File: config.mk
export PLATFORM = sky130hd
export DESIGN_NAME = seg_scan_reader
export DESIGN_NICKNAME = d
export VERILOG_FILES = /design/src/rtl/seg_scan_reader_pkg.sv /design/src/rtl/seg_scan_reader_seg_to_hex.sv /design/src/rtl/seg_scan_reader.sv
export SDC_FILE = /design/constraint.sdc
export NUM_CORES = 1
export LEC_CHECK = 0
export CAP_MARGIN = 25
export CORE_ASPECT_RATIO = 1.1
export CORE_MARGIN = 3
export CORE_UTILIZATION = 60
export CTS_CLUSTER_DIAMETER = 30
export DETAILED_ROUTE_END_ITERATION = 8
export PLACE_DENSITY = 0.84
export SLEW_MARGIN = 20
export SYNTH_ARGS = -nofsm -noshare
export SYNTH_HDL_FRONTEND = slang
export SYNTH_SLANG_ARGS = --single-unit
File: constraint.sdc
create_clock -name CLK -period 6 [get_ports CLK]
set_input_delay 1.5 -clock CLK [delete_from_list [all_inputs] [get_ports CLK]]
set_output_delay 1.5 -clock CLK [all_outputs]
set_load 0.1 [all_outputs]
File: src/rtl/seg_scan_reader_pkg.sv
// Shared definitions for the 7-segment scan reader: segment patterns
// (identical to the display encoder's table) and the dwell-tracking states.
package seg_scan_reader_pkg;

    // Active-high segment patterns, bit order g..a in [6:0].
    localparam logic [6:0] SEG_0 = 7'h3F;
    localparam logic [6:0] SEG_1 = 7'h06;
    localparam logic [6:0] SEG_2 = 7'h5B;
    localparam logic [6:0] SEG_3 = 7'h4F;
    localparam logic [6:0] SEG_4 = 7'h66;
    localparam logic [6:0] SEG_5 = 7'h6D;
    localparam logic [6:0] SEG_6 = 7'h7D;
    localparam logic [6:0] SEG_7 = 7'h27;
    localparam logic [6:0] SEG_8 = 7'h7F;
    localparam logic [6:0] SEG_9 = 7'h6F;
    localparam logic [6:0] SEG_A = 7'h77;
    localparam logic [6:0] SEG_B = 7'h7C;
    localparam logic [6:0] SEG_C = 7'h58;
    localparam logic [6:0] SEG_D = 7'h5E;
    localparam logic [6:0] SEG_E = 7'h79;
    localparam logic [6:0] SEG_F = 7'h71;

    // Stability counter width; covers the full STABLE_CYCLES range of 2..255.
    localparam int CNT_W = 8;

    // Per-dwell tracking states.
    typedef enum logic [1:0] {
        IDLE     = 2'd0,
        SETTLE   = 2'd1,
        CAPTURED = 2'd2
    } scan_state_e;

endpackage

File: src/rtl/seg_scan_reader_seg_to_hex.sv
// Combinational reverse lookup of a 7-segment pattern to its hex digit.
// hit_o is low for any pattern outside the 16-entry table.
module seg_to_hex
    import seg_scan_reader_pkg::*;
(
    input  logic [6:0] seg_i,
    output logic [3:0] hex_o,
    output logic       hit_o
);

    // Table lookup; unrecognised patterns decode to 0 with hit_o cleared.
    always_comb begin
        hex_o = 4'h0;
        hit_o = 1'b1;
        case (seg_i)
            SEG_0:   hex_o = 4'h0;
            SEG_1:   hex_o = 4'h1;
            SEG_2:   hex_o = 4'h2;
            SEG_3:   hex_o = 4'h3;
            SEG_4:   hex_o = 4'h4;
            SEG_5:   hex_o = 4'h5;
            SEG_6:   hex_o = 4'h6;
            SEG_7:   hex_o = 4'h7;
            SEG_8:   hex_o = 4'h8;
            SEG_9:   hex_o = 4'h9;
            SEG_A:   hex_o = 4'hA;
            SEG_B:   hex_o = 4'hB;
            SEG_C:   hex_o = 4'hC;
            SEG_D:   hex_o = 4'hD;
            SEG_E:   hex_o = 4'hE;
            SEG_F:   hex_o = 4'hF;
            default: hit_o = 1'b0;
        endcase
    end

endmodule

File: src/rtl/seg_scan_reader.sv
// Reads back a multiplexed 7-segment display bus. Each digit dwell is
// tracked until its pattern has been stable for STABLE_CYCLES samples, the
// pattern is decoded to hex into a shadow frame, and once every digit has
// been seen the frame is offered on a valid/ready output.
module seg_scan_reader
    import seg_scan_reader_pkg::*;
#(
    parameter int NUM_DIGITS    = 4,
    parameter int STABLE_CYCLES = 4
) (
    input  logic                    CLK,
    input  logic                    RST_N,
    input  logic [7:0]              SEG_IN,
    input  logic [NUM_DIGITS-1:0]   SEL_IN,
    output logic [4*NUM_DIGITS-1:0] DATA_OUT,
    output logic                    OUT_VALID,
    input  logic                    OUT_READY,
    output logic                    ERR,
    output logic                    OVERRUN,
    input  logic                    CLR_FLAGS
);

    localparam logic [CNT_W-1:0] CNT_LAST = CNT_W'(STABLE_CYCLES - 1);

    // Decimal point carries no digit information.
    logic unused_seg_dp;
    assign unused_seg_dp = SEG_IN[7];

    logic [6:0]              seg_q;
    logic [6:0]              seg_prev_q;
    logic [NUM_DIGITS-1:0]   sel_q;
    logic [NUM_DIGITS-1:0]   sel_prev_q;

    scan_state_e             state_q;
    logic [CNT_W-1:0]        cnt_q;

    logic [4*NUM_DIGITS-1:0] shadow_q;
    logic [4*NUM_DIGITS-1:0] shadow_d;
    logic [NUM_DIGITS-1:0]   mask_q;
    logic [NUM_DIGITS-1:0]   mask_d;

    logic [4*NUM_DIGITS-1:0] data_q;
    logic [4*NUM_DIGITS-1:0] data_d;
    logic                    valid_q;
    logic                    valid_d;
    logic                    err_q;
    logic                    err_d;
    logic                    ovr_q;
    logic                    ovr_d;

    logic                    sel_onehot;
    logic                    same_sample;
    logic                    cnt_last;
    logic                    capture;
    logic [3:0]              dec_hex;
    logic                    dec_hit;
    logic                    frame_full;
    logic                    xfer;
    logic                    load;
    logic                    overrun_set;

    // Register the bus every cycle and keep the previous sample for comparison.
    always_ff @(posedge CLK or negedge RST_N) begin
        if (!RST_N) begin
            seg_q      <= '0;
            seg_prev_q <= '0;
            sel_q      <= '0;
            sel_prev_q <= '0;
        end else begin
            seg_q      <= SEG_IN[6:0];
            seg_prev_q <= seg_q;
            sel_q      <= SEL_IN;
            sel_prev_q <= sel_q;
        end
    end

    assign sel_onehot  = ($countones(sel_q) == 1);
    assign same_sample = (seg_q == seg_prev_q) && (sel_q == sel_prev_q);
    assign cnt_last    = (cnt_q == CNT_LAST);
    // The sample that completes the stable run is the one being captured.
    assign capture     = sel_onehot && (state_q == SETTLE) && same_sample && cnt_last;

    seg_to_hex u_seg_to_hex (
        .seg_i (seg_q),
        .hex_o (dec_hex),
        .hit_o (dec_hit)
    );

    // Dwell FSM: counts consecutive identical one-hot samples, captures once per dwell.
    always_ff @(posedge CLK or negedge RST_N) begin
        if (!RST_N) begin
            state_q <= IDLE;
            cnt_q   <= '0;
        end else if (!sel_onehot) begin
            state_q <= IDLE;
            cnt_q   <= '0;
        end else begin
            case (state_q)
                IDLE: begin
                    state_q <= SETTLE;
                    cnt_q   <= CNT_W'(1);
                end
                SETTLE: begin
                    if (!same_sample) begin
                        cnt_q <= CNT_W'(1);
                    end else if (cnt_last) begin
                        state_q <= CAPTURED;
                    end else begin
                        cnt_q <= cnt_q + CNT_W'(1);
                    end
                end
                CAPTURED: begin
                    if (!same_sample) begin
                        state_q <= SETTLE;
                        cnt_q   <= CNT_W'(1);
                    end
                end
                default: begin
                    state_q <= IDLE;
                    cnt_q   <= '0;
                end
            endcase
        end
    end

    assign frame_full  = (mask_q == {NUM_DIGITS{1'b1}});
    assign xfer        = valid_q && OUT_READY;
    assign load        = frame_full && (!valid_q || OUT_READY);
    assign overrun_set = frame_full && valid_q && !OUT_READY;

    // Shadow frame and seen-mask; the mask empties once a full frame is consumed or dropped.
    always_comb begin
        shadow_d = shadow_q;
        mask_d   = mask_q;
        if (frame_full) begin
            mask_d = '0;
        end
        if (capture && dec_hit) begin
            for (int i = 0; i < NUM_DIGITS; i++) begin
                if (sel_q[i]) begin
                    shadow_d[4*i +: 4] = dec_hex;
                    mask_d[i]          = 1'b1;
                end
            end
        end
    end

    // Output register and sticky flags; a set event beats a same-cycle clear.
    always_comb begin
        data_d  = load ? shadow_q : data_q;
        valid_d = load ? 1'b1 : (xfer ? 1'b0 : valid_q);
        err_d   = (CLR_FLAGS ? 1'b0 : err_q) | (capture && !dec_hit);
        ovr_d   = (CLR_FLAGS ? 1'b0 : ovr_q) | overrun_set;
    end

    // State update for frame assembly, output and flags.
    always_ff @(posedge CLK or negedge RST_N) begin
        if (!RST_N) begin
            shadow_q <= '0;
            mask_q   <= '0;
            data_q   <= '0;
            valid_q  <= 1'b0;
            err_q    <= 1'b0;
            ovr_q    <= 1'b0;
        end else begin
            shadow_q <= shadow_d;
            mask_q   <= mask_d;
            data_q   <= data_d;
            valid_q  <= valid_d;
            err_q    <= err_d;
            ovr_q    <= ovr_d;
        end
    end

    assign DATA_OUT  = data_q;
    assign OUT_VALID = valid_q;
    assign ERR       = err_q;
    assign OVERRUN   = ovr_q;

endmodule
== Yosys cells after proc, flatten, opt, wreduce, memory -nomap -nowiden ==
Cells that the tools add are included.

* Bits in registers: 71
* Input bits: 16
* Output and inout bits: 19
* Logic and storage cells: 93

* Add/sub/neg operators: 4
* Eq/ne operators: 27
* Multiplexer cells: 22
* Bitwise operators: 2
* Reduce and logical (&&, ||, !) cells: 23

{| class="wikitable"
|+ Operators by type and width
! cell !! count
|-
| $eq 7x7->1 const B || 13
|-
| $pmux 4 s15 || 1
|-
| $mux 8 || 4
|-
| $pmux 8 s3 || 1
|-
| $reduce_or 16->1 || 1
|-
| $eq 7x6->1 const B || 2
|-
| $logic_and 1x1->1 || 10
|-
| $reduce_and 2->1 || 5
|-
| $mux 1 || 9
|-
| $ne 3x3->1 const B || 3
|-
| $add 8x1->8 const B || 1
|-
| $eq 8x2->1 const B || 1
|-
| $mux 2 || 4
|-
| $mux 4 || 2
|-
| $eq 7x3->1 const B || 1
|-
| $eq 7x7->1 || 1
|-
| $pmux 2 s3 || 1
|-
| $add 1x1->2 || 2
|-
| $eq 4x4->1 || 1
|-
| $eq 4x4->1 const B || 1
|-
| $ne 4x4->1 const B || 1
|-
| $add 2x2->3 || 1
|-
| $eq 3x1->1 const B || 1
|-
| $logic_not 1->1 || 3
|-
| other kinds (7) || 8
|}

== Depth between registers and ports, before layout ==
* Word-level depth: 8
* Mapped depth: 11
* Mapped depth without buffers: 11

== By module ==
A second synthesis with hierarchy kept.

* Cells, all modules: 277
* Area total of the unflattened synthesis: 3270.6 µm²

{| class="wikitable"
|+ Modules (own cells, without submodules)
! module !! instances !! cells each !! area an instance (µm²) !! sequential area each (µm²)
|-
| seg_scan_reader || 1 || 209 || 2832.7 || 1776.7
|-
| seg_to_hex || 1 || 68 || 437.9 || 0.0
|}

== Worst setup path before layout ==
Ideal clock, no wire load.

* Path kind: flip-flop to flip-flop
* From: register sel_q[0]
* To: register shadow_q[0]
* Arrival time: 2794 ps
* Data required time: 5875 ps
* Path slack: 3081 ps
* Cell stages (with the launch flop): 12
* Buffers on the path: 0
* Period minus slack after synthesis: 2919 ps
* Cell sequence: dfrtp_1 -> inv_1 -> fa_1 -> inv_1 -> ha_1 -> ha_1 -> nor3b_1 -> nand4_1 -> nor4_2 -> nand2_1 -> a21oi_2 -> mux2_2

* Cells in the longest elaborated chain, start to end: 8
* Elaborated cells on any way between the ends: 10
* Classes of those cells: add/sub: 2; eq/ne: 2; reduce/logical: 6

{| class="wikitable"
|+ Ends and longest elaborated chain
! what !! line !! RTL
|-
| start: declaration || seg_scan_reader.sv:31 || <nowiki>logic [NUM_DIGITS-1:0] sel_q;</nowiki>
|-
| start signal: assignment || seg_scan_reader.sv:67 || <nowiki>sel_q <= '0;</nowiki>
|-
| start signal: assignment || seg_scan_reader.sv:72 || <nowiki>sel_q <= SEL_IN;</nowiki>
|-
| $add 1x1->2 (not written as such) || seg_scan_reader.sv:77 || <nowiki>assign sel_onehot = ($countones(sel_q) == 1);</nowiki>
|-
| $add 2x2->3 (not written as such) || seg_scan_reader.sv:77 ||
|-
| $eq 3x1->1 || seg_scan_reader.sv:77 ||
|-
| $logic_and 1x1->1 (3 in series) || seg_scan_reader.sv:81 || <nowiki>assign capture = sel_onehot && (state_q == SETTLE) && same_sample && cnt_last;</nowiki>
|-
| $logic_and 1x1->1 || seg_scan_reader.sv:138 || <nowiki>if (capture && dec_hit) begin</nowiki>
|-
| $reduce_and 2->1 (no line) (*) || - ||
|-
| end signal: assignment || seg_scan_reader.sv:166 || <nowiki>shadow_q <= shadow_d;</nowiki>
|-
| end: declaration || seg_scan_reader.sv:37 || <nowiki>logic [4*NUM_DIGITS-1:0] shadow_q;</nowiki>
|}

Every way passes the cells marked *; elsewhere a longest branch is shown, timed or not.
A chain may end at the register's enable or synchronous reset.

== Worst setup path after layout ==
* From: register sel_q[0]
* To: register cnt_q[7]

* Cells in the longest elaborated chain, start to end: 5
* Elaborated cells on any way between the ends: 11
* Classes of those cells: add/sub: 2; eq/ne: 4; mux: 3; reduce/logical: 2

{| class="wikitable"
|+ Ends and longest elaborated chain
! what !! line !! RTL
|-
| $add 1x1->2 (not written as such) or $eq 4x4->1 (tied branches) || seg_scan_reader.sv:77, seg_scan_reader.sv:78 ||
|-
| $add 2x2->3 (not written as such) or $logic_and 1x1->1 (tied branches) || seg_scan_reader.sv:77, seg_scan_reader.sv:78 ||
|-
| $eq 3x1->1 or $mux 8 (tied branches) || seg_scan_reader.sv:77, seg_scan_reader.sv:104 ||
|-
| $ne 4x4->1 (no line), or another cell as far along || - ||
|-
| $reduce_and 2->1 (no line) or $mux 8 (tied branches) || - ||
|-
| end signal: assignment || seg_scan_reader.sv:109 || <nowiki>cnt_q <= cnt_q + CNT_W'(1);</nowiki>
|-
| end: declaration || seg_scan_reader.sv:35 || <nowiki>logic [CNT_W-1:0] cnt_q;</nowiki>
|}

Several ways; a longest one is shown, not always the timed one.

==> flow_metrics.env <==
export IMPL_status="completed"
export IMPL_cts_buffer_depth=2
export IMPL_drive_gt1_share_pct=17.94
export IMPL_nNetsFinal=317
export IMPL_firstDrtPassIters=4
export IMPL_vias=2135
export IMPL_holdCritStartpoint="sel_q[1]"
export IMPL_rsz0062_at_grt="false"
export IMPL_antenna_diode_count=0
export IMPL_place_hpwl_um=3981
export IMPL_area_growth_pct=16.55
export IMPL_tns_ns=0
export IMPL_crit_cells=10
export IMPL_yosysTopAreaCellShare_pct=56.22
export IMPL_power_frac_seq_pct=56.7
export IMPL_fillers=340
export IMPL_setup_viol=0
export IMPL_p_leak_nw=1.670
export IMPL_chipHeight_um=82.12
export IMPL_path_delay_family="simple AND/OR/NAND/NOR gates"
export IMPL_routed_via_density=5.947
export IMPL_antenna_found_initial=0
export IMPL_final_cell_mix="dfrtp_1, clkdlybuf4s50_1, mux2_2, nand2_1, inv_1"
export IMPL_post_cts_buffers=0
export IMPL_finClkSkew_ns=0.01132
export IMPL_holdBufCountCts=0
export IMPL_cts_root_buf="clkbuf_8"
export IMPL_critPathCapture="cnt_q[7]"
export IMPL_async_flop_share_pct=100.0
export IMPL_period_minus_slack_ns=3.470
export IMPL_initial_utilization_pct=62.79
export IMPL_critPathMaxFanout=11
export IMPL_synth_area_leaders="dfrtp_1, mux2_2, xnor2_1, nand2_1, a21oi_1"
export IMPL_synthDistinctLibCells=45
export IMPL_swShare_pct=24.60
export IMPL_cap_violations=0
export IMPL_slowest_stage="nor2_1"
export IMPL_crit_start="sel_q[0]"
export IMPL_rrSetupSlack_ns=2.53
export IMPL_crit_path_end_kind="flop"
export IMPL_die_area_sq_mm=0.006175
export IMPL_path_class="reg -> reg"
export IMPL_yosysSeqAreaShare_pct=56.22
export IMPL_core_area_sq_mm=0.005034
export IMPL_first_global_vias=2007
export IMPL_clkLatencyLatePin_ns=0.34
export IMPL_cp_required_ns=6.20
export IMPL_synth_warnings=0
export IMPL_ir_drop_uv=211.4
export IMPL_ys_ff_latch=71
export IMPL_rr_worst_depth=10
export IMPL_cts_tree="done"
export IMPL_worst_slew_pin_slew_ns=0.9865
export IMPL_postPlaceCellArea_sq_mm=0.003511
export IMPL_maxSlewHeadroom_pct=34.03
export IMPL_ioPinCount=35
export IMPL_overflow=0
export IMPL_grt_pass1_wl_um=9591
export IMPL_cts_buffers=9
export IMPL_power_frac_comb_pct=6.2
export IMPL_wirelength_um=5883
export IMPL_rows=27
export IMPL_syn_num_nets=282
export IMPL_rr_startpoint="sel_q[0]"
export IMPL_post_route_cell_area_sq_mm=0.003684
export IMPL_timing_fmax_mhz=288.2
export IMPL_synth_edf_count=0
export IMPL_finalCritPeriodShare_pct=57.83
export IMPL_grtUsageTotal_pct=20.80
export IMPL_cellPowerDensity_mw_per_mm2=242.3
export IMPL_yosysTopAreaCell="dfrtp_1"
export IMPL_drc=0
export IMPL_syn_area_sq_mm=0.003161
export IMPL_grt_start_max_net_pins=72
export IMPL_p_switching_mw=0.2196
export IMPL_ys_flop_type="dfrtp_1"
export IMPL_fp_dieW_um=75.20
export IMPL_cts_resized=0
export IMPL_path_buf_inv=2
export IMPL_cts_sinks=71
export IMPL_final_hold_viol_count=0
export IMPL_p_int_mw=0.6729
export IMPL_syn_avg_cell_area_sq_um=12.06
export IMPL_hold_path_class="reg -> reg"
export IMPL_io_buffers=33
export IMPL_place_congestion=0.8079
export IMPL_antenna_left=0
export IMPL_dr_first_iter_drc_count=99
export IMPL_cp_slowest_stage_delay_ns=0.60
export IMPL_r2r_end="cnt_q[7]"
export IMPL_crit_chain="inv_1 > fa_1 > inv_1 > ha_1 > ha_1 > nor3b_1 > or4b_1 > nor2_1 > or4_1 > a21oi_1"
export IMPL_clkPwrFrac_pct=37.1
export IMPL_synthCells=262
export IMPL_cp_start_kind="flop"
export IMPL_htreeDepth=3
export IMPL_drv_slew=0
export IMPL_routedWlPerCell_um=16.39
export IMPL_clk_pin_slew_ns=0.07
export IMPL_cp_arrival_ns=3.67
export IMPL_layout_commonest_cell="dfrtp_1"
## power groups by stage
| stage | combinational (mW) | clock (mW) | sequential [mW] |
|---|---|---|---|
| 3_5_place_dp | 0.0557 | 0 | 0.515 |
| 5_1_grt | 0.0630 | 0.364 | 0.507 |
| 2_1_floorplan | 0.0391 | 0 | 0.505 |
| 3_3_place_gp | 0.0535 | 0 | 0.514 |
| 4_1_cts | 0.0564 | 0.340 | 0.505 |
| 6_report | 0.0555 | 0.331 | 0.506 |
## metal layers
| layer | wire length [um] | track usage, % | up-vias |
|---|---|---|---|
| met5 | 0 | 0 | - |
| met2 | 2905 | 32.40 | 78 |
| met3 | 298 | 5.690 | 10 |
| li1 | - | - | 1013 |
| met4 | 91 | 8.042 | 0 |
| met1 | 2587 | 27.83 | 1034 |
## metrics by stage
stage               utilization [%]  cells  worst slack (ns)  hold slack, ns  total power, mW
global route                  73.18    359             2.315          0.4698           0.9336
detailed placement            69.75    344             2.613          0.4331           0.5703
global placement              69.75    344             2.692          0.4355           0.5672
floorplan                         -    262             3.081          0.3487           0.5441
finish                        73.18    359             2.530          0.4483           0.8924
CTS                           73.18    359             2.582          0.4498           0.9015
## Yosys cell counts, types with 2 or more instances
library cell   n
nor3b_1        3
ha_1           3
or3_1          2
o21ai_0        7
nand2_1       15
inv_1         13
mux2i_1        2
buf_4          2
a31oi_1        3
a21oi_1       10
o31ai_1        5
and3_1         3
buf_2          5
mux2_1         3
nor4_1         5
nor2b_1        3
nand3_1        8
xnor2_1       12
xor2_1         5
nor3_1         4
a21oi_2        4
dfrtp_1       71
and2_1         2
nor2_1         6
a21o_1         4
clkbuf_1       3
o22ai_1        2
nand4_1        7
mux2_2        29
a22oi_1        2
nand2b_1       3
or4_1          3
## state kept, by name, indices dropped and copies added (netlist names)
name / flops
OUT_VALID: 1
cnt_q: 8
DATA_OUT: 16
sel_prev_q: 4
seg_q: 7
ERR: 1
sel_q: 4
OVERRUN: 1
state_q: 2
mask_q: 4
shadow_q: 16
seg_prev_q: 7
## worst min path at each step
stage	cells after the start	endpoint	slack, ns
6_report	0	sel_prev_q[1]	0.45
5_1_grt	0	sel_prev_q[1]	0.47
4_1_cts	0	sel_prev_q[1]	0.45
3_5_place_dp	0	sel_prev_q[1]	0.43
3_3_place_gp	0	sel_prev_q[1]	0.44
2_1_floorplan	0	seg_prev_q[0]	0.35
## logic make-up after synthesis
logic type                 count (synthesis)  synth area share [%]
DFF                                       71                 56.22
and+or+nand+nor                           69                 12.27
AOI/OAI and AO/OA                         43                 9.422
muxes                                     34                 12.03
buffers and inverters                     24                 3.523
xor gates and xnor gates                  17                 4.711
adders and majority gates                  4                 1.821
## area by class of cell
class	count	area, sq um	area share [%]
Tap cell	58	72.57	1.970
Multi-Input combinational cell	167	1272	34.54
Clock buffer	10	137.6	3.736
Inverter	13	48.80	1.325
Timing Repair Buffer	35	340.3	9.239
Clock inverter	5	35.03	0.9511
Sequential cell	71	1777	48.23
No activity file was read; power rests on OpenSTA's default activity.
